===== src/rtl/audio_pkg.sv =====
// audio_pkg: shared definitions for the audio PWM output path.
//   SAMPLE_W  - width of the mixed sample word from the RAM controller
//   VOL_W     - width of the volume (right-shift) control
//   ST_*      - 2-bit encodings of the amplifier sequencing states
package audio_pkg;

    localparam int SAMPLE_W = 16;
    localparam int VOL_W    = 4;

    localparam logic [1:0] ST_OFF  = 2'd0;
    localparam logic [1:0] ST_WARM = 2'd1;
    localparam logic [1:0] ST_RUN  = 2'd2;
    localparam logic [1:0] ST_STOP = 2'd3;

    typedef enum logic [1:0] {
        OFF  = ST_OFF,
        WARM = ST_WARM,
        RUN  = ST_RUN,
        STOP = ST_STOP
    } audio_state_e;

endpackage


===== src/rtl/pwm_duty_conv.sv =====
// pwm_duty_conv: combinational sample-to-duty conversion.
// The sample is attenuated by a logical right shift of `volume` bits and
// the top PWM_BITS bits become the duty. With AUDIO_PWM_NOISE_SHAPE_EN the
// truncated residue from the previous conversion is added back first
// (first-order error feedback); overflow of that sum saturates the duty.
// Ports:
//   sample  in  SAMPLE_W   mixed sample to convert
//   volume  in  VOL_W      attenuation shift
//   err_in  in  residue    (noise shaping only) previous truncation error
//   err_out out residue    (noise shaping only) new truncation error
//   duty    out PWM_BITS   resulting PWM duty
module pwm_duty_conv
    import audio_pkg::*;
#(
    parameter int PWM_BITS = 8
) (
    input  logic [SAMPLE_W-1:0]          sample,
    input  logic [VOL_W-1:0]             volume,
`ifdef AUDIO_PWM_NOISE_SHAPE_EN
    input  logic [SAMPLE_W-PWM_BITS-1:0] err_in,
    output logic [SAMPLE_W-PWM_BITS-1:0] err_out,
`endif
    output logic [PWM_BITS-1:0]          duty
);

    localparam int ERR_W = SAMPLE_W - PWM_BITS;

    logic [SAMPLE_W-1:0] shifted_s;
`ifdef AUDIO_PWM_NOISE_SHAPE_EN
    logic [SAMPLE_W:0]   sum_s;
`else
    logic [ERR_W-1:0]    unused_low_s;
`endif

    // Attenuate, optionally fold in the residue, and keep the top bits.
    always_comb begin
        shifted_s = sample >> volume;
`ifdef AUDIO_PWM_NOISE_SHAPE_EN
        sum_s = {1'b0, shifted_s} + {{(PWM_BITS + 1){1'b0}}, err_in};
        if (sum_s[SAMPLE_W]) begin
            duty = {PWM_BITS{1'b1}};
        end else begin
            duty = sum_s[SAMPLE_W-1 -: PWM_BITS];
        end
        err_out = sum_s[ERR_W-1:0];
`else
        duty         = shifted_s[SAMPLE_W-1 -: PWM_BITS];
        unused_low_s = shifted_s[ERR_W-1:0];
`endif
    end

endmodule


===== src/rtl/audio_pwm_out.sv =====
// audio_pwm_out: PWM audio output stage with pop-free amplifier sequencing.
// Captures mixed samples on a strobe into a one-deep pending buffer, converts
// them to a PWM duty at each period boundary and drives the audio pin and the
// amplifier enable. Power-up plays WARMUP_PERIODS silent periods first;
// power-down finishes the current period before switching the amp off.
// Optional build macro: AUDIO_PWM_NOISE_SHAPE_EN (first-order error feedback).
// Ports:
//   clk, rst      clock, synchronous active-high reset
//   en            playback enable
//   sample_in     unsigned mixed sample, valid while sample_valid is high
//   sample_valid  one-cycle capture strobe
//   volume        attenuation as a right shift (0 = full scale)
//   pwm_out       PWM audio pin
//   aud_sd        amplifier enable (1 = on)
//   busy          high whenever the sequencer is not OFF
//   overrun_cnt   saturating count of samples overwritten before use
module audio_pwm_out
    import audio_pkg::*;
#(
    parameter int PWM_BITS       = 8,
    parameter int WARMUP_PERIODS = 16,
    parameter int OVR_BITS       = 8
) (
    input  logic                clk,
    input  logic                rst,
    input  logic                en,
    input  logic [SAMPLE_W-1:0] sample_in,
    input  logic                sample_valid,
    input  logic [VOL_W-1:0]    volume,
    output logic                pwm_out,
    output logic                aud_sd,
    output logic                busy,
    output logic [OVR_BITS-1:0] overrun_cnt
);

    localparam int WARM_W = (WARMUP_PERIODS > 1) ? $clog2(WARMUP_PERIODS) : 1;
    localparam logic [WARM_W-1:0]   WARM_LAST = WARM_W'(WARMUP_PERIODS - 1);
    localparam logic [PWM_BITS-1:0] CNT_MAX   = {PWM_BITS{1'b1}};
    localparam logic [OVR_BITS-1:0] OVR_MAX   = {OVR_BITS{1'b1}};

    audio_state_e        state_r;
    logic [PWM_BITS-1:0] cnt_r;
    logic [WARM_W-1:0]   warm_cnt_r;
    logic [PWM_BITS-1:0] duty_r;
    logic                pwm_r;
    logic                aud_sd_r;
    logic                busy_r;
    logic [SAMPLE_W-1:0] pend_r;
    logic                pend_valid_r;
    logic [OVR_BITS-1:0] ovr_r;
    logic [PWM_BITS-1:0] conv_duty_s;
`ifdef AUDIO_PWM_NOISE_SHAPE_EN
    logic [SAMPLE_W-PWM_BITS-1:0] err_r;
    logic [SAMPLE_W-PWM_BITS-1:0] conv_err_s;
`endif

    logic boundary_s;
    logic load_s;
    logic to_off_s;

    pwm_duty_conv #(
        .PWM_BITS (PWM_BITS)
    ) u_conv (
        .sample  (pend_r),
        .volume  (volume),
`ifdef AUDIO_PWM_NOISE_SHAPE_EN
        .err_in  (err_r),
        .err_out (conv_err_s),
`endif
        .duty    (conv_duty_s)
    );

    // Period boundary and the events that happen on it.
    always_comb begin
        boundary_s = 1'b0;
        load_s     = 1'b0;
        to_off_s   = 1'b0;
        boundary_s = (state_r != OFF) && (cnt_r == CNT_MAX);
        // WARM only hands over to RUN (and loads) on its last boundary while en holds.
        if (boundary_s) begin
            load_s   = (state_r == RUN) ||
                       ((state_r == WARM) && en && (warm_cnt_r == WARM_LAST));
            to_off_s = (state_r == STOP);
        end else begin
            load_s   = 1'b0;
            to_off_s = 1'b0;
        end
    end

    // Sequencer, period counter, active duty and registered pin outputs.
    always_ff @(posedge clk) begin
        if (rst) begin
            state_r    <= OFF;
            cnt_r      <= {PWM_BITS{1'b0}};
            warm_cnt_r <= {WARM_W{1'b0}};
            duty_r     <= {PWM_BITS{1'b0}};
            pwm_r      <= 1'b0;
            aud_sd_r   <= 1'b0;
            busy_r     <= 1'b0;
        end else begin
            // STOP keeps playing the current duty until its boundary.
            pwm_r <= ((state_r == RUN) || (state_r == STOP)) && (cnt_r < duty_r);
            if (state_r == OFF) begin
                cnt_r <= {PWM_BITS{1'b0}};
            end else begin
                cnt_r <= cnt_r + PWM_BITS'(1'b1);
            end
            // No fresh sample at a loading boundary means the last duty repeats.
            if (load_s && pend_valid_r) begin
                duty_r <= conv_duty_s;
            end
            case (state_r)
                OFF: begin
                    if (en) begin
                        state_r    <= WARM;
                        aud_sd_r   <= 1'b1;
                        busy_r     <= 1'b1;
                        warm_cnt_r <= {WARM_W{1'b0}};
                    end
                end
                WARM: begin
                    if (!en) begin
                        state_r <= STOP;
                    end else if (boundary_s) begin
                        if (warm_cnt_r == WARM_LAST) begin
                            state_r <= RUN;
                        end else begin
                            warm_cnt_r <= warm_cnt_r + WARM_W'(1'b1);
                        end
                    end
                end
                RUN: begin
                    if (!en) begin
                        state_r <= STOP;
                    end
                end
                STOP: begin
                    if (boundary_s) begin
                        state_r    <= OFF;
                        aud_sd_r   <= 1'b0;
                        busy_r     <= 1'b0;
                        duty_r     <= {PWM_BITS{1'b0}};
                        warm_cnt_r <= {WARM_W{1'b0}};
                    end
                end
                default: begin
                    state_r  <= OFF;
                    aud_sd_r <= 1'b0;
                    busy_r   <= 1'b0;
                end
            endcase
        end
    end

    // Pending sample buffer and saturating overrun counter.
    always_ff @(posedge clk) begin
        if (rst) begin
            pend_r       <= {SAMPLE_W{1'b0}};
            pend_valid_r <= 1'b0;
            ovr_r        <= {OVR_BITS{1'b0}};
        end else begin
            if (to_off_s) begin
                pend_valid_r <= 1'b0;
            end else if (sample_valid) begin
                pend_r       <= sample_in;
                pend_valid_r <= 1'b1;
                // On a boundary the old value is consumed, so nothing is lost.
                if (pend_valid_r && !boundary_s && (ovr_r != OVR_MAX)) begin
                    ovr_r <= ovr_r + OVR_BITS'(1'b1);
                end
            end else if (load_s) begin
                pend_valid_r <= 1'b0;
            end else begin
                pend_valid_r <= pend_valid_r;
            end
        end
    end

`ifdef AUDIO_PWM_NOISE_SHAPE_EN
    // Truncation residue carried between consecutive conversions.
    always_ff @(posedge clk) begin
        if (rst) begin
            err_r <= {(SAMPLE_W - PWM_BITS){1'b0}};
        end else if (to_off_s) begin
            err_r <= {(SAMPLE_W - PWM_BITS){1'b0}};
        end else if (load_s && pend_valid_r) begin
            err_r <= conv_err_s;
        end else begin
            err_r <= err_r;
        end
    end
`endif

    assign pwm_out     = pwm_r;
    assign aud_sd      = aud_sd_r;
    assign busy        = busy_r;
    assign overrun_cnt = ovr_r;

endmodule


===== config.mk =====
export PLATFORM = sky130hd
export DESIGN_NAME = audio_pwm_out
export DESIGN_NICKNAME = d
export VERILOG_FILES = /design/src/rtl/audio_pkg.sv /design/src/rtl/pwm_duty_conv.sv /design/src/rtl/audio_pwm_out.sv
export SDC_FILE = /design/constraint.sdc
export NUM_CORES = 1
export LEC_CHECK = 0
export CORE_ASPECT_RATIO = 0.7
export CORE_UTILIZATION = 49
export CTS_CLUSTER_SIZE = 10
export DETAILED_ROUTE_END_ITERATION = 8
export GPL_TIMING_DRIVEN = 1
export PLACE_DENSITY = 0.76
export SLEW_MARGIN = 20
export SYNTH_ARGS = -nofsm -noshare
export SYNTH_HDL_FRONTEND = slang
export SYNTH_SLANG_ARGS = --single-unit

===== constraint.sdc =====
create_clock -name clk -period 2 [get_ports clk]
set_input_delay 0.6 -clock clk [delete_from_list [all_inputs] [get_ports clk]]
set_output_delay 0.6 -clock clk [all_outputs]
set_load 0.005 [all_outputs]

; Word-level counts from Yosys, hierarchy flattened
; Index checks and enable logic that the tools add are counted.
[totals]
register_bits = 49
input_bits = 24
out_inout_bits = 11
[op_classes]
add_sub_neg = 3
magnitude_cmp = 1
eq_ne = 14
shift = 1
mux = 23
n_bitwise = 1
n_reduce_logical = 22
[ops]
columns = operator, count
row1 = 8-bit 2-to-1 mux, 3
row2 = 4-bit 2-to-1 mux, 5
row3 = "8-bit by 1-bit adder with 8-bit output, second input constant", 2
row4 = 16-bit by 4-bit >> shifter with 16-bit output, 1
row5 = 2-bit 2-to-1 mux, 6
row6 = "2-bit != test, second input constant", 6
row7 = 4-bit case mux with 3 select lines, 1
row8 = "8-bit == test, second input constant", 1
row9 = 8-bit less-than comparator, 1
row10 = "8-bit != test, second input constant", 1
row11 = 2-bit case mux with 4 select lines, 1
row12 = 1-bit logical AND, 7
row13 = 1-bit 2-to-1 mux, 6
row14 = 3-bit AND reduction, 2
row15 = 6-bit AND reduction, 1
row16 = 2-bit nonzero test, 3
row17 = 5-bit AND reduction, 1
row18 = "4-bit by 1-bit adder with 4-bit output, second input constant", 1
row19 = "2-bit == test, second input constant", 2
row20 = "4-bit == test, second input constant", 1
row21 = 2-bit OR reduction, 2
row22 = "3-bit by 2-bit != test with 1-bit output, second input constant", 1
row23 = "3-bit != test, second input constant", 1
row24 = 3-bit nonzero test, 1
row25 = 7 further kinds, 8

; Depth between registers and ports, before layout
; Gate-level depths: netlist (run 1).
[logic_depth]
ltp_word = 9
ltp_mapped = 9
mapped_depth_nobuf = 7

; Hierarchy
; A second synthesis (run 1) with hierarchy kept.
[hier_totals]
cells_unflattened = 306
hier_area_um2 = 2711.4
[by_module_without_submodules]
columns = module, n_inst, cells_per_inst, area_each_um2, seq_area_each_um2
row1 = audio_pwm_out, 1, 272, 2452.4, 980.9
row2 = pwm_duty_conv, 1, 34, 259.0, 0.0

; Worst setup path before layout (run 1)
; No wires, ideal clock.
[synth_path]
path_type = input to register
start = input volume[0]
end = register duty_r[3]
setup_time_ps = 71
arrival_ps = 1783
setup_slack_ps = 147
path_stages = 6
path_buffers = 1
cell_sequence = buf_2 or3b_2 nand2_1 o21ai_0 or3_1 a21oi_1
[synth_between]
elab_chain_len = 4
[synth_rtl]
columns = element, line_no
row1 = "start, declared", audio_pwm_out.sv:29  ; input logic [VOL_W-1:0] volume,
row2 = 16-bit by 4-bit >> shifter with 16-bit output (*), pwm_duty_conv.sv:37  ; shifted_s = sample >> volume;
row3 = 8-bit 2-to-1 mux (*), audio_pwm_out.sv:109  ; if (load_s && pend_valid_r) begin
row4 = 8-bit 2-to-1 mux, audio_pwm_out.sv:138  ; if (boundary_s) begin
row5 = 8-bit 2-to-1 mux (*), audio_pwm_out.sv:112  ; case (state_r)
row6 = "end signal, assigned", audio_pwm_out.sv:96  ; duty_r <= {PWM_BITS{1'b0}};
row7 = "end signal, assigned", audio_pwm_out.sv:110  ; duty_r <= conv_duty_s;
row8 = "end signal, assigned", audio_pwm_out.sv:142  ; duty_r <= {PWM_BITS{1'b0}};
row9 = "end, declared", audio_pwm_out.sv:44  ; logic [PWM_BITS-1:0] duty_r;
; Mark *: on every way between the ends. The rest lies on a longest branch, timed or not.
; A chain may end at the register's enable or synchronous reset.

; Worst setup path in the final report (run 1)
[layout_path]
start = register ovr_r[2] (netlist: overrun_cnt[2])
end = output overrun_cnt[2]
[layout_rtl]
columns = element, line_no
row1 = "start, declared", audio_pwm_out.sv:50  ; logic [OVR_BITS-1:0] ovr_r;
row2 = "start signal, assigned", audio_pwm_out.sv:160  ; ovr_r <= {OVR_BITS{1'b0}};
row3 = "start signal, assigned", audio_pwm_out.sv:169  ; ovr_r <= ovr_r + OVR_BITS'(1'b1);
row4 = "end, declared", audio_pwm_out.sv:33  ; output logic [OVR_BITS-1:0] overrun_cnt
; No word-level cell between the ends.

==> metrics.cfg, run 1 <==
[floorplanning]
dieArea_mm2 = 0.00507
die_width_um = 84.7
die_y_um = 59.9
core_mm2 = 0.00445
ios = 35
start_util_pct = 52.6
rows = 20

[synthesis]
synth_largest_area_cell = dfxtp_1
ys_seq_area_share_pct = 35.0
synthDistinctLibCells = 52
ys_async_sr_fraction_pct = 0
avgSynthCellArea_um2 = 8.84
ys.flop_type = dfxtp_1
synthTopCellsByCount = 41 x dfxtp_1, 30 x nor2_1, 20 x mux2i_1, 18 x nand2_1, 17 x a21oi_1
synth_top_area_share_pct = 35.0
post-synth-top-count-cell = dfxtp_1
synthTopCellsByArea = dfxtp_1 35%, ha_1 8.5%, mux2i_1 8.5%
synthesis.area_mm2 = 0.00234
synth_edf_count = 0
syn-instance-count = 265
yosysWarnings = 0
syn-num-nets = 305
synth_seq_cells = 41

[timing]
hold_violations = 0
timing.fmax_mhz = 526
slew_violations = 0
setup_viol = 0
slew_headroom_pct = 61.3
fin_crit_sh_pct = 95.0
worst_slack_ns = 0.0993
fin_crit_ns = 1.90
tightest_slew_ns = 0.581
grt_setup_unrepaired = no
hold_ws_ns = 0.454
skew_ns = 0.00545
fin_setup_tns_ns = 0

[layout]
antennaDiodeCount = 0
instances_no_fill = 371
layout-drive-gt1-share_pct = 18.7
final_nets = 355
areaGrowthSynthToFinish_pct = 25.5

[critical_path]
cp-end-kind = output port
crit_chain = clkdlybuf4s50_1
cp_max_fo = 6
start_kind = flip-flop
critPathArrivalTime_ns = 1.30
cp_slowest_cell = clkdlybuf4s50_1
worst-path-buf-inv = 1
critPathMaxStageDelay_ns = 0.56
cp.required_ns = 1.40
cp_top_family = buffers and inverters
critPathKind = flip-flop to output port

[cts]
clock_path_buffers = 2
clkSinkCount = 41
clk_pin_slew_ns = 0.08
htree_levels = 2
cts_root_buf = clkbuf_8
clock_latency_ns = 0.29
cts_buffers = 5
cts_tree = built
ctsHoldBuffers = 0

[route]
num_vias = 2036
post_drt_wl_per_cell_um = 13.5
postRouteWirelength_um = 5020
vias_per_cell = 5.49
drc = 0
first_pass_iters = 6
drtAntennaViolNets = 0
drtIter0Drc = 116

[place]
gp_congestion = 0.821
place_inst = 358
dpl.hpwl_um = 3760
post-place-ws_ns = -0.442
io_buffers = 26

[global_route]
grt_overflow = 0
grt_util_all_layers_pct = 20.5
grt_pass1_wl_um = 8020
antenna_found_initial = 0
grt_max_degree = 19
grt_pass1_vias = 1720

[power_and_ir_drop]
combPwrFrac_pct = 31.9
ir_worst_vdd_uv = 590
leakage_nw = 1.19
seqPwrFrac_pct = 42.7
p_int_mw = 1.44
clockPowerShare_pct = 25.4
power.switching_mw = 0.649
switching_share_pct = 31.1
p_per_area_mw_per_mm2 = 710

[worst_hold_path]
hp-class = flip-flop to flip-flop

[job]
max-cap-violations = 0

[run_status]
status = finished, final reports clean

[layer usage]
layer | vias up | global-route usage, % | wire (µm)
li1 | 1036 | - | -
met1 | 954 | 29.3 | 2570
met2 | 42 | 30.7 | 2230
met3 | 4 | 4.56 | 186
met4 | 0 | 7.26 | 42
met5 | - | 0 | 0
[layout by cell type, fill, tap and decap left out, types with 5 or more instances in the layout]
master,count
nand3_1,12
nand2b_1,5
mux2i_1,20
ha_1,15
nor2_1,30
nand2_1,17
dfxtp_1,41
nor3_1,5
clkdlybuf4s50_1,24
o21ai_0,14
buf_4,28
clkbuf_8,5
inv_1,13
xnor2_1,6
a21oi_1,17
[power groups by stage]
stage,combinational [mW],sequential (mW),clock [mW]
after floorplan,0.358,0.919,0
after global placement,0.591,0.908,0
after detailed placement,0.605,0.910,0
after CTS,0.614,0.890,0.545
after global routing,0.738,0.899,0.582
final,0.666,0.892,0.530
[repair_timing]
| item | 4_1_cts | 5_1_grt |
|---|---|---|
| buffers inserted | 0 | 4 |
| resized for setup | 4 | 6 |
| pin swaps | 1 | 3 |
| setup endpoints to repair | 7 | 9 |
| cloned | 0 | 1 |
[stage by stage]
| stage | utilization, % | power [mW] | cell area (µm²) |
|---|---|---|---|
| floorplan | - | 1.28 | 2340 |
| detailed placement | 62.6 | 1.52 | 2790 |
| finish | 66.0 | 2.09 | 2940 |
| CTS | 64.6 | 2.05 | 2880 |
| global placement | 62.6 | 1.50 | 2790 |
| global route | 66.0 | 2.22 | 2940 |
[sequential cells by signal (all words and copies together) (netlist names)]
| register | count |
|---|---|
| cnt_r | 8 |
| duty_r | 8 |
| overrun_cnt | 8 |
| pend_r | 8 |
| warm_cnt_r | 4 |
| state_r | 2 |
| busy | 1 |
| pend_valid_r | 1 |
| pwm_out | 1 |
[path summary, 6_finish.rpt]
check | from | endpoint | slack (ns) | depth (start not counted)
min | duty_r[3]$_SDFF_PP0_ | duty_r[3]$_SDFF_PP0_ | 0.45 | 2
max | overrun_cnt[2]$_SDFFE_PP0P_ | overrun_cnt[2] | 0.1 | 1
max reg2reg | state_r[1]$_SDFFE_PP0P_ | pend_r[8]$_SDFFE_PP0P_ | 0.12 | 6
min reg2reg | duty_r[3]$_SDFF_PP0_ | duty_r[3]$_SDFF_PP0_ | 0.45 | 2
[cell families (layout without fill, tap and decap cells)]
group | Yosys count | count (layout) | synth area share, %
AOI/OAI and AO/OA | 49 | 49 | 13.3
xor gates and xnor gates | 9 | 9 | 3.36
adders and majority gates | 16 | 16 | 8.54
buffers and inverters | 26 | 76 | 4.96
DFF | 41 | 41 | 35.0
muxes | 23 | 23 | 10.5
and+or+nand+nor | 101 | 102 | 24.3
[cell type report]
| type | instances | area (µm²) |
|---|---|---|
| Clock buffer | 5 | 68.8 |
| Clock inverter | 3 | 17.5 |
| Fill cell | 386 | 1510 |
| Inverter | 14 | 52.6 |
| Multi-Input combinational cell | 199 | 1450 |
| Sequential cell | 41 | 821 |
| Tap cell | 55 | 68.8 |
| Timing Repair Buffer | 54 | 468 |
(Power assumes the default switching activity.)
==> inputs of run 2 (changes only) <==
--- a/config.mk
+++ b/config.mk
@@ -6,12 +6,12 @@
 export NUM_CORES = 1
 export LEC_CHECK = 0
 export CORE_ASPECT_RATIO = 0.7
-export CORE_UTILIZATION = 49
+export CORE_UTILIZATION = 54
 export CTS_CLUSTER_SIZE = 10
 export DETAILED_ROUTE_END_ITERATION = 8
 export GPL_TIMING_DRIVEN = 1
-export PLACE_DENSITY = 0.76
-export SLEW_MARGIN = 20
+export PLACE_DENSITY = 0.8
+export SLEW_MARGIN = 0
 export SYNTH_ARGS = -nofsm -noshare
 export SYNTH_HDL_FRONTEND = slang
 export SYNTH_SLANG_ARGS = --single-unit
==> constraint.sdc (replaced) <==
create_clock -name clk -period 2.05 [get_ports clk]
set_input_delay 0.615 -clock clk [delete_from_list [all_inputs] [get_ports clk]]
set_output_delay 0.615 -clock clk [all_outputs]
set_load 0.005 [all_outputs]
==> metrics.cfg, run 2 (synthesized netlist as in run 1, its figures left out) <==
[run_status]
status = finished, final reports clean

[critical_path]
cp.required_ns = 2.29  ; +0.89 ns
cp-end-kind = flip-flop
crit_chain = clkdlybuf4s50_1 > buf_6 > or3b_2 > nand2_1 > o21ai_0 > or3_1 > a21oi_1
cp_slowest_cell = or3b_2
critPathArrivalTime_ns = 2.25  ; +0.95 ns
critPathMaxStageDelay_ns = 0.46  ; -0.10 ns
critPathKind = input port to flip-flop
r2r-start = state_r[0]$_SDFFE_PP0P_
start_kind = input port
cp-startpoint = volume[1]
cp_max_fo = 8  ; +2
worst-path-buf-inv = 2  ; +1
cp_top_family = simple AND/OR/NAND/NOR gates

[global_route]
grt_util_all_layers_pct = 23.8  ; +3.3 points
grt_pass1_wl_um = 8360  ; +4.2%
grt_overflow = 0  ; unchanged
grt.busiest_layer = met2
grt_pass1_vias = 1885  ; +9.6%
antenna_found_initial = 0  ; unchanged
grt_use_met2_pct = 35.5  ; +4.8 points
grt_max_degree = 13  ; -6
grtUsageMet1_pct = 32.4  ; +3.1 points
use_met3_pct = 5.60  ; +1.0 points

[timing]
fin_setup_tns_ns = 0  ; unchanged
fin_crit_ns = 2.01
hold_ws_ns = 0.459  ; +0.00528 ns
fin_crit_sh_pct = 97.8
slew_violations = 0  ; unchanged
setup_viol = 0  ; unchanged
skew_ns = 0.00700  ; +0.00154 ns
hold_violations = 0  ; unchanged
tightest_slew_ns = 0.584  ; +0.00304 ns
worst_slack_ns = 0.0441  ; -0.0552 ns
slew_headroom_pct = 61.1  ; -0.20 points
timing.fmax_mhz = 499

[power_and_ir_drop]
power.switching_mw = 0.621  ; -4.3%
seqPwrFrac_pct = 43.6  ; +0.9 points
clockPowerShare_pct = 25.7  ; +0.3 points
combPwrFrac_pct = 30.8  ; -1.1 points
leakage_nw = 1.19  ; about the same
p_per_area_mw_per_mm2 = 690  ; -2.8%
switching_share_pct = 30.9  ; -0.23 points
ir_worst_vdd_uv = 551  ; -6.6%
p_int_mw = 1.39  ; -3.3%

[route]
first_pass_iters = 4  ; -2
num_vias = 2028  ; -0.39%
postRouteWirelength_um = 5010  ; -0.26%
drtIter0Drc = 72  ; -38%
drc = 0  ; unchanged
post_drt_wl_per_cell_um = 13.7  ; +1.4%
vias_per_cell = 5.56  ; +1.2%
drtAntennaViolNets = 0  ; unchanged

[worst_hold_path]
worstHoldStart = duty_r[2]$_SDFF_PP0_
hp-class = flip-flop to flip-flop

[layout]
final_cell_mix = 40 x dfxtp_1, 30 x nor2_1, 25 x buf_4
regArea_um2 = 822  ; +0.15%
antennaDiodeCount = 0  ; unchanged
fin_area_mm2 = 0.00292  ; -0.81%
instances_no_fill = 365  ; -1.6%
final_nets = 352  ; -0.85%
areaGrowthSynthToFinish_pct = 24.5
multi_input_area_mm2 = 0.00143  ; -0.95%
layout_commonest_cell = dfxtp_1
layout-drive-gt1-share_pct = 18.5  ; -0.14 points
nFillCells = 327  ; -15%

[job]
max-cap-violations = 0  ; unchanged

[place]
place_area_mm2 = 0.00279  ; +0.13%
post-place-ws_ns = -0.315  ; +0.128 ns
dpl.hpwl_um = 3740  ; -0.43%
gp_congestion = 0.804  ; -2.2%
place_inst = 356  ; -0.56%
io_buffers = 26  ; unchanged

[cts]
cts_tree = built
ctsHoldBuffers = 0  ; unchanged
clk_pin_slew_ns = 0.08  ; about the same
htree_levels = 2  ; unchanged
clkSinkCount = 41  ; unchanged
cts_buffers = 5  ; unchanged
clock_latency_ns = 0.30  ; about the same
cts_root_buf = clkbuf_8
clock_path_buffers = 2  ; unchanged

[floorplanning]
ios = 35  ; unchanged
dieArea_mm2 = 0.00461  ; -9.0%
start_util_pct = 58.0  ; +5.4 points
die_y_um = 57.1  ; -4.6%
core_mm2 = 0.00404  ; -9.3%
rows = 19  ; -5.0%
die_width_um = 80.7  ; -4.6%

-- run 2: power groups by stage --
stage / clock (mW) / sequential (mW) / combinational [mW]
2_1_floorplan: 0 / 0.896 / 0.350
3_3_place_gp: 0 / 0.893 / 0.589
3_5_place_dp: 0 / 0.893 / 0.603
4_1_cts: 0.536 / 0.875 / 0.609
5_1_grt: 0.570 / 0.884 / 0.684
6_report: 0.516 / 0.877 / 0.619
-- run 2: layer usage --
metal / wire length, µm / vias up
met2: 2180 / 39
met4: 87 / 0
met3: 215 / 6
met5: 0 / -
met1: 2530 / 948
li1: - / 1035
-- run 2: layout make-up --
class | count | share of cell area (%)
clock inverters | 2 | 0.343
multi-input cells | 198 | 49.1
flip-flops and latches | 41 | 28.2
inverters | 14 | 1.80
well taps | 52 | 2.23
repair buffers | 52 | 15.9
clock buffers | 6 | 2.49
-- run 2: through the flow --
| stage | utilization [%] | total power, mW |
|---|---|---|
| floorplan | - | 1.25 |
| global placement | 69.1 | 1.48 |
| detailed placement | 69.1 | 1.50 |
| CTS | 71.1 | 2.02 |
| global route | 72.2 | 2.14 |
| finish | 72.2 | 2.01 |
-- run 2: final timing paths --
check,slack (ns),cells past startpoint,end
max reg2reg,0.08,7,duty_r[4]$_SDFF_PP0_
min,0.46,2,duty_r[2]$_SDFF_PP0_
max,0.04,7,duty_r[3]$_SDFF_PP0_
min reg2reg,0.46,2,duty_r[2]$_SDFF_PP0_
-- run 2: worst reg2reg max path, cell delays in order (launching register included) --
cell and delay, ns:
dfxtp_2 0.36, inv_1 0.06, ha_1 0.22, nand4b_4 0.27, nor2_8 0.21, nand3_4 0.13, or4_4 0.51, a21oi_2 0.15
-- run 2: repair_timing --
action | in CTS | in global routing
setup endpoints to repair | 0 | 7
endpoints found under the hold margin | 0 | 0
resized for setup | 0 | 11
setup buffers | 0 | 1
==> inputs of run 3 (changes only) <==
--- a/config.mk
+++ b/config.mk
@@ -6,11 +6,12 @@
 export NUM_CORES = 1
 export LEC_CHECK = 0
 export CORE_ASPECT_RATIO = 0.7
-export CORE_UTILIZATION = 54
+export CORE_UTILIZATION = 56
+export CTS_BUF_LIST = sky130_fd_sc_hd__clkbuf_8
 export CTS_CLUSTER_SIZE = 10
 export DETAILED_ROUTE_END_ITERATION = 8
 export GPL_TIMING_DRIVEN = 1
-export PLACE_DENSITY = 0.8
+export PLACE_DENSITY = 0.82
 export SLEW_MARGIN = 0
 export SYNTH_ARGS = -nofsm -noshare
 export SYNTH_HDL_FRONTEND = slang
==> metrics.cfg, run 3 (synthesized netlist as in run 1, its figures left out) <==
[run_status]
status = finished, final reports clean

[route]
postRouteWirelength_um = 5150  ; +2.9%
drtIter0Drc = 118  ; +64%
vias_per_cell = 5.54  ; -0.30%
num_vias = 2033  ; +0.25%
drc = 0  ; unchanged
post_drt_wl_per_cell_um = 14.0  ; +2.3%
drtAntennaViolNets = 0  ; unchanged
first_pass_iters = 4  ; unchanged

[timing]
grt_setup_unrepaired = yes
fin_setup_tns_ns = 0  ; unchanged
skew_ns = 0.00548  ; -0.00151 ns
slew_violations = 0  ; unchanged
setup_viol = 0  ; unchanged
slew_headroom_pct = 61.2  ; +0.13 points
fin_crit_ns = 2.04  ; +0.0351 ns
hold_ws_ns = 0.462  ; +0.00265 ns
timing.fmax_mhz = 490  ; -1.7%
fin_crit_sh_pct = 99.6  ; +1.7 points
hold_violations = 0  ; unchanged
tightest_slew_ns = 0.582  ; -0.00196 ns

[layout]
layout-drive-gt1-share_pct = 19.4  ; +0.83 points
layout_commonest_cell = dfxtp_1
antennaDiodeCount = 0  ; unchanged
final_nets = 354  ; +0.57%
fin_area_mm2 = 0.00298  ; +2.3%
final_cell_mix = 40 x dfxtp_1, 30 x nor2_1, 27 x buf_4
areaGrowthSynthToFinish_pct = 27.3

[critical_path]
start_kind = input port
cp.required_ns = 2.28  ; about the same
cp-end-kind = flip-flop
crit_chain = clkdlybuf4s50_1 > buf_6 > mux2i_1 > mux4_2 > or3_1 > a21oi_1
critPathKind = input port to flip-flop
critPathMaxStageDelay_ns = 0.48  ; +0.02 ns
critPathArrivalTime_ns = 2.27  ; +0.02 ns
cp_max_fo = 8  ; unchanged
cp_slowest_cell = clkdlybuf4s50_1

[floorplanning]
core_mm2 = 0.00397  ; -1.8%
dieArea_mm2 = 0.00445  ; -3.5%
ios = 35  ; unchanged
rows = 19  ; unchanged
start_util_pct = 59.0  ; +1.0 points
die_width_um = 79.3  ; -1.8%
die_y_um = 56.1  ; -1.7%

[place]
io_buffers = 26  ; unchanged
place_area_mm2 = 0.00279  ; unchanged
dpl.hpwl_um = 3880  ; +3.8%
gp_congestion = 0.839  ; +4.4%

[global_route]
antenna_found_initial = 0  ; unchanged
grt_max_degree = 14  ; +1
grt_pass1_vias = 1817  ; -3.6%
grt_pass1_wl_um = 8400  ; +0.59%
grt_util_all_layers_pct = 24.8  ; +0.95 points
grt_overflow = 0  ; unchanged

[cts]
clk_pin_slew_ns = 0.08  ; about the same
cts_buffers = 5  ; unchanged
clkSinkCount = 41  ; unchanged
clock_path_buffers = 2  ; unchanged
cts_tree = built
cts_root_buf = clkbuf_8
clock_latency_ns = 0.29  ; about the same
htree_levels = 2  ; unchanged

[power_and_ir_drop]
ir_worst_vdd_uv = 602  ; +9.3%
p_per_area_mw_per_mm2 = 765  ; +11%
leakage_nw = 1.23  ; +3.2%
p_total_mw = 2.28  ; +13%

[worst_hold_path]
hp-class = flip-flop to flip-flop

[job]
max-cap-violations = 0  ; unchanged

==> run 3: changes by cell type in the layout (fill, tap and decap cells not counted), sizes merged <==
cell / previous run / this run
buf: 26 / 28
bufinv: 0 / 2
clkinv: 2 / 1
clkbuf: 6 / 5
==> run 3: report_power, final <==
part	leakage [nW]	switching, mW	internal [mW]	total [mW]
registers	0.333	0.0366	0.841	0.878
clock network	0.0681	0.285	0.484	0.769
logic	0.824	0.315	0.322	0.637
==> run 3: area by class of cell <==
class / instances / area [µm²]
fill: 291 / 986
inverter: 14 / 52.6
clock inverter: 3 / 65.1
tap: 52 / 65.1
clock buffer: 5 / 68.8
sequential: 41 / 822
multi-input combinational: 198 / 1430
timing repair buffer: 54 / 479
==> run 3: repair_timing <==
action / in CTS / in global routing
hold buffers: 0 / 0
setup buffers: 0 / 3
pin swaps: 1 / 5
resized for setup: 0 / 12
setup endpoints to repair: 1 / 8
==> run 3: final timing paths <==
check                                              from                   end  slack (ns)  depth (start not counted)
worst min-delay path               duty_r[3]$_SDFF_PP0_  duty_r[3]$_SDFF_PP0_        0.46                          2
worst max-delay path                          volume[1]  duty_r[0]$_SDFF_PP0_       0.009                          6
worst min register to register     duty_r[3]$_SDFF_PP0_  duty_r[3]$_SDFF_PP0_        0.46                          2
worst max register to register  state_r[0]$_SDFFE_PP0P_  duty_r[7]$_SDFF_PP0_        0.09                          7
==> run 3: per-stage QoR <==
stage	instances	util, %	setup WS (ns)
6_report	367	75.2	0.00902
5_1_grt	367	75.2	-0.0315
4_1_cts	364	73.7	0.00922
3_5_place_dp	356	70.3	-0.296
3_3_place_gp	356	70.3	-0.274
2_1_floorplan	265	-	0.182
==> run 3: critical path, delay by kind of cell <==
| kind | cells | cell delay (ns) |
|---|---|---|
| muxes | 2 | 0.59 |
| AOI/OAI and AO/OA | 1 | 0.13 |
| buffers and inverters | 2 | 0.62 |
| and+or+nand+nor | 1 | 0.31 |
==> run 3: per-layer routing <==
metal  global-route usage [%]  vias to the layer above  wire, µm
met5                        0                        -         0
met4                     9.35                        0        48
met3                     4.92                        4       230
met2                     37.2                       47      2270
met1                     34.9                      952      2600
li1                         -                     1030         -
==> variant 1 (settings of run 3) <==
Change the parameter `OVR_BITS` from 8 to 12.
--- a/src/rtl/audio_pwm_out.sv
+++ b/src/rtl/audio_pwm_out.sv
@@ -21,3 +21,3 @@
     parameter int WARMUP_PERIODS = 16,
-    parameter int OVR_BITS       = 8
+    parameter int OVR_BITS       = 12
 ) (
Interface: changed (resized overrun_cnt); port bits go from 35 to 39. No check against the original RTL was run, so the function may have changed too.
==> variant 1 against run 3 <==
  * Maximum frequency is 3.3% higher
  * Power is 0.69% higher
  * Worst setup slack better by 0.066 ns
  * The run now ends with DRC left
  * Core utilization is 1.9 points lower
  * Critical path type unchanged
  * Critical path depth is 1 lower
  * Wire length is 21% higher
  * Non-clock buffer count is 2 higher
  * Register-to-register slack better by 0.03 ns
  * Design area is 8.7% higher
  * Sequential share of layout area is 0.23 points higher
  * Area after synthesis is 12% higher
  * Clock skew is 0.0018 ns higher
  * Sequential cell count is 4 higher
==> variant 1: results (changes against run 3) <==
The kind of cell with the highest combined delay along the critical path is multiplexers. The post-layout instance count excluding filler cells came out at 393 (+7.1%). The number of buffers added on ports is 30 (+15%). The run finished, with violations left. The worst setup slack after placement was -0.441 ns (-0.145 ns). The number of design rule violations left after detail routing came out at 4 (+4). The register with the most flip-flops in the layout has 12 of them. The last weighted congestion value of the routability-driven placer came to 0.809 (-3.6%). The clock insertion delay at the later pin of the skew report is 0.30 ns. The length of the first detailed-routing pass in iterations is 6 (+2). The worst vdd rail ir drop came out at 642 µV (+6.6%).

The number of cells produced by synthesis is 290 (+9.4%). The maximum number of pins on one net before global-route repair was 19 (+5). The number of clock buffers inserted by TritonCTS is 5 (unchanged). The total negative setup slack came out at 0 ns (unchanged).

The register area share after synthesis came out at 34.3% (-0.69 points). The overall global routing resource usage is 27.2% (+2.5 points). The switching power was 0.752 mW (+18%).

By count the netlist is led by 45 x sky130_fd_sc_hd__dfxtp_1, 24 x sky130_fd_sc_hd__nor2_1, 22 x sky130_fd_sc_hd__a21oi_1, 17 x sky130_fd_sc_hd__inv_1, 17 x sky130_fd_sc_hd__o21ai_0. The slowest stage of the critical path is the sky130_fd_sc_hd__or4_1 cell. The data arrival time of the critical path came out at 2.22 ns (-0.05 ns). The largest stage delay on the critical path is 0.47 ns. The post-CTS setup repair buffer count came out at 0 (unchanged). The most common flop cell mapped by yosys is sky130_fd_sc_hd__dfxtp_1. The half-perimeter wire length after placement is 4570 µm (+18%). The number of vias per cell was 6.11 (+10%). The count of distinct cell types in the synthesized netlist is 54 (+3.8%).

The count of warnings emitted by yosys is 0 (unchanged). The total placed instance area came to 3140 µm² (+12%). The number of violations reported at the end of detailed-routing iteration 0 is 205 (+74%). The wire length of the first global-routing pass is 10,600 µm (+27%). The number of global-route vias before repair is 2,250 (+24%).

The maximum fanout along the worst path was 7 (-1). The tightest slew margin relative to the limit is 63.6% (+2.4 points). The total nets after synthesis was 330 (+8.2%). The setup clock skew after layout was 0.00732 ns (+0.00184 ns). The clock transition at the register clock pins on the worst setup and hold paths after CTS is 0.09 ns. The final reports fail on DRC. The average wire per standard cell came out at 15.9 µm (+13%). The share of cells above drive strength 1 came out at 16.3% (-3.1 points). In the post-synthesis netlist, the biggest area contributors are sky130_fd_sc_hd__dfxtp_1 34%, sky130_fd_sc_hd__ha_1 7.6%, sky130_fd_sc_hd__mux2i_1 5.3%, sky130_fd_sc_hd__mux4_2 4.3%, sky130_fd_sc_hd__a21oi_1 4.2%. The static leakage is 1.21 nW (-1.6%). The net total in the final layout came out at 378 (+6.8%). The layout filler cell count came to 331 (+14%).
-- variant 1: changes by cell type in the layout (fill, tap and decap cells not counted), moves of 5 or more --
cell and change:
sky130_fd_sc_hd__nand4_1 +10, sky130_fd_sc_hd__o31ai_1 +9, sky130_fd_sc_hd__a21oi_1 +8, sky130_fd_sc_hd__nand2_1 -8, sky130_fd_sc_hd__mux2i_1 -6, sky130_fd_sc_hd__nor2_1 -6
sky130_fd_sc_hd__or4_1 +6, sky130_fd_sc_hd__dfxtp_1 +5, sky130_fd_sc_hd__nor2b_1 +5
-- variant 1: cell families (layout without fill, tap and decap cells) --
group / count (synthesis) / count (layout) / synth area share (%)
mux: 22 / 22 / 10.9
compound gates: 76 / 76 / 19.8
simple gates: 94 / 94 / 20.3
fa+ha+maj: 16 / 16 / 7.63
flops: 45 / 45 / 34.3
xor+xnor: 5 / 5 / 1.67
buf+inv: 32 / 80 / 5.34
-- variant 1: repair_timing --
action                     4_1_cts  5_1_grt
cloned                           0        0
hold buffers                     0        0
pin swaps                        0        2
gates resized for setup          1        6
setup endpoints to repair        1        7
-- variant 1: cell type report --
type                            instances  area [µm²]  share of cell area (%)
Clock buffer                            6        82.6                    2.55
Clock inverter                          1        7.51                   0.231
Inverter                               17        63.8                    1.97
Multi-Input combinational cell        213        1590                    49.2
Sequential cell                        45         901                    27.8
Tap cell                               55        68.8                    2.12
Timing Repair Buffer                   56         526                    16.2
-- variant 1: power by group through the flow --
stage / clock [mW] / combinational (mW) / sequential, mW
4_1_cts: 0.580 / 0.738 / 0.960
3_3_place_gp: 0 / 0.701 / 0.976
3_5_place_dp: 0 / 0.727 / 0.980
5_1_grt: 0.623 / 0.836 / 0.967
2_1_floorplan: 0 / 0.421 / 0.978
6_report: 0.582 / 0.755 / 0.962
-- variant 1: path summary, 6_finish.rpt --
| kind | from | to | slack, ns | cells past startpoint |
|---|---|---|---|---|
| min reg2reg | warm_cnt_r[3]$_SDFFE_PP0P_ | warm_cnt_r[3]$_SDFFE_PP0P_ | 0.46 | 1 |
| max reg2reg | overrun_cnt[0]$_SDFFE_PP0P_ | overrun_cnt[8]$_SDFFE_PP0P_ | 0.12 | 5 |
| min | warm_cnt_r[3]$_SDFFE_PP0P_ | warm_cnt_r[3]$_SDFFE_PP0P_ | 0.46 | 1 |
| max | volume[1] | duty_r[1]$_SDFF_PP0_ | 0.08 | 5 |
-- variant 1: per-layer routing --
metal / global-route usage, % / vias up / wire length (µm)
li1: - / 1180 / -
met1: 37.3 / 1159 / 3160
met2: 43.7 / 56 / 2760
met3: 5.29 / 8 / 286
met4: 9.61 / 0 / 56
met5: 0 / - / 0
==> variant 2 (flow settings as in run 3) <==
Made on the original files. Register the inputs `en`, `sample_in`, `sample_valid` and `volume` before use, without a reset. The logic sees them one clock later. Comments in the files are not updated.
--- a/src/rtl/audio_pwm_out.sv
+++ b/src/rtl/audio_pwm_out.sv
@@ -40,2 +40,14 @@
 
+    logic en_q;
+    logic [SAMPLE_W-1:0] sample_q;
+    logic sample_valid_q;
+    logic [VOL_W-1:0] volume_q;
+
+    always_ff @(posedge clk) begin
+        en_q           <= en;
+        sample_q       <= sample_in;
+        sample_valid_q <= sample_valid;
+        volume_q       <= volume;
+    end
+
     audio_state_e        state_r;
@@ -64,3 +76,3 @@
         .sample  (pend_r),
-        .volume  (volume),
+        .volume  (volume_q),
 `ifdef AUDIO_PWM_NOISE_SHAPE_EN
@@ -81,3 +93,3 @@
             load_s   = (state_r == RUN) ||
-                       ((state_r == WARM) && en && (warm_cnt_r == WARM_LAST));
+                       ((state_r == WARM) && en_q && (warm_cnt_r == WARM_LAST));
             to_off_s = (state_r == STOP);
@@ -113,3 +125,3 @@
                 OFF: begin
-                    if (en) begin
+                    if (en_q) begin
                         state_r    <= WARM;
@@ -121,3 +133,3 @@
                 WARM: begin
-                    if (!en) begin
+                    if (!en_q) begin
                         state_r <= STOP;
@@ -132,3 +144,3 @@
                 RUN: begin
-                    if (!en) begin
+                    if (!en_q) begin
                         state_r <= STOP;
@@ -163,4 +175,4 @@
                 pend_valid_r <= 1'b0;
-            end else if (sample_valid) begin
-                pend_r       <= sample_in;
+            end else if (sample_valid_q) begin
+                pend_r       <= sample_q;
                 pend_valid_r <= 1'b1;
Check against the original RTL: not equivalent (a bounded check fails within 4 cycles, from zero or initial values and one cycle with rst high).
==> variant 2 against run 3 <==
  * Design area grew 1.5%
  * Global-route usage is 2.7 points lower
  * Wire length shrank 5.8%
  * Synthesized cell count unchanged
  * Sequential share of layout area grew 8.9 points
  * Worst setup slack improved by 0.076 ns
  * Area after synthesis grew 7.5%
  * Largest cell class unchanged
  * Maximum frequency increased by 3.9%
  * Power increased by 6.5%
  * Sequential cell count grew 14
  * Critical endpoint is now duty_r[5]$_SDFF_PP0_
  * Combinational power decreased by 6.0%
  * Count of clock-buffer cells in the layout grew 1
==> variant 2: results (changes against run 3) <==
The flow ran to the end, and the final reports show no timing, DRC or antenna violations. Among all stages on the critical path, the largest delay is contributed by sky130_fd_sc_hd__or4_1. The last weighted congestion value of the routability-driven placer is 0.820 (-2.3%). Ranked by total cell area, the synthesized netlist is headed by sky130_fd_sc_hd__dfxtp_1 44%, sky130_fd_sc_hd__ha_1 7.9%, sky130_fd_sc_hd__mux2i_1 6.4%, sky130_fd_sc_hd__nor2_1 4.8%, sky130_fd_sc_hd__nand2_1 2.8%. The final-layout worst hold slack is 0.454 ns (-0.00773 ns). The half-perimeter wire length after placement is 3520 µm (-9.3%). The wire length on met1 came to 2330 µm (-10%). The static leakage is 1.17 nW (-4.5%). The via count of the routed design is 2,000 (-1.6%). The maximum fanout along the worst path came out at 7 (-1). The worst vdd rail ir drop came out at 547 µV (-9.2%). The count of distinct cell types in the synthesized netlist came out at 50 (-3.8%). The number of placed instances with taps included is 350 (-1.7%). The data arrival time of the critical path came to 2.21 ns (-0.06 ns). The detailed-routed wire length on met3 was 249 µm (+8.3%).

The switching power as a share of total power was 29.8% (+2.0 points). The setup clock skew after layout is 0.00732 ns (+0.00184 ns). The layout filler cell count came out at 325 (+12%). The overall global routing resource usage is 22.1% (-2.7 points). The average wire per standard cell came out at 13.5 µm (-3.9%). The share of cells above drive strength 1 came out at 11.5% (-7.9 points). The total placed instance area came out at 2900 µm² (+3.8%). The number of violations reported at the end of detailed-routing iteration 0 is 95 (-19%). The register area share after synthesis is 43.7% (+8.7 points). The number of vias per cell was 5.56 (+0.29%). The worst setup margin is 0.0848 ns (+0.0758 ns).
==> variant 2: changes by cell type after synthesis, moves of 3 or more <==
cell                             run 3  this run
sky130_fd_sc_hd__dfxtp_1            41        55
sky130_fd_sc_hd__o21ai_0            14         9
sky130_fd_sc_hd__a21oi_1            17        13
sky130_fd_sc_hd__mux2i_1            20        16
sky130_fd_sc_hd__o21ai_1             0         4
sky130_fd_sc_hd__or3_2               3         0
==> variant 2: cell families after synthesis <==
group / synth area share [%]
and+or+nand+nor: 18.9
adders and majority gates: 7.94
muxes: 9.04
xor gates and xnor gates: 3.82
AOI/OAI and AO/OA: 12.6
DFF: 43.7
buffers and inverters: 4.02
==> variant 2: path summary, 6_finish.rpt <==
path,start,to
min,duty_r[3]$_SDFF_PP0_,duty_r[3]$_SDFF_PP0_
max,state_r[1]$_SDFFE_PP0P_,duty_r[5]$_SDFF_PP0_
min reg2reg,duty_r[3]$_SDFF_PP0_,duty_r[3]$_SDFF_PP0_
max reg2reg,state_r[1]$_SDFFE_PP0P_,duty_r[5]$_SDFF_PP0_
==> variant 2: what timing repair did <==
item	CTS	global route
setup endpoints to repair	0	1
hold endpoints to repair	0	0
gates resized for setup	0	3
buffers inserted	0	2
==> variant 2: routing by layer <==
metal  track usage [%]  vias to the layer above
met5                 0                        -
met4              6.52                        0
met3              5.67                        6
met2              35.7                       54
met1              29.2                      925
li1                  -                     1015
==> variant 2: area by class of cell <==
type	count	area [µm²]	area share [%]
clock buffers	6	82.6	2.73
clock inverters	2	20.0	0.661
inverters	14	52.6	1.74
multi-input cells	187	1330	43.9
flip-flops and latches	55	1100	36.4
well taps	55	68.8	2.27
repair buffers	41	373	12.3
==> variant 2: power groups by stage <==
stage	Clock, mW	Sequential [mW]	Combinational (mW)
after floorplan	0	1.20	0.382
after global placement	0	1.20	0.569
after detailed placement	0	1.21	0.587
after CTS	0.672	1.18	0.590
after global routing	0.716	1.19	0.666
final	0.648	1.18	0.599
==> variant 2: worst reg2reg max path, stage by stage, from the launching register on <==
cell,delay (ns)
sky130_fd_sc_hd__dfxtp_1,0.35
sky130_fd_sc_hd__inv_1,0.08
sky130_fd_sc_hd__ha_1,0.21
sky130_fd_sc_hd__nand4b_2,0.26
sky130_fd_sc_hd__nor2_4,0.24
sky130_fd_sc_hd__nand3_4,0.13
sky130_fd_sc_hd__or4_1,0.48
sky130_fd_sc_hd__a21oi_1,0.15
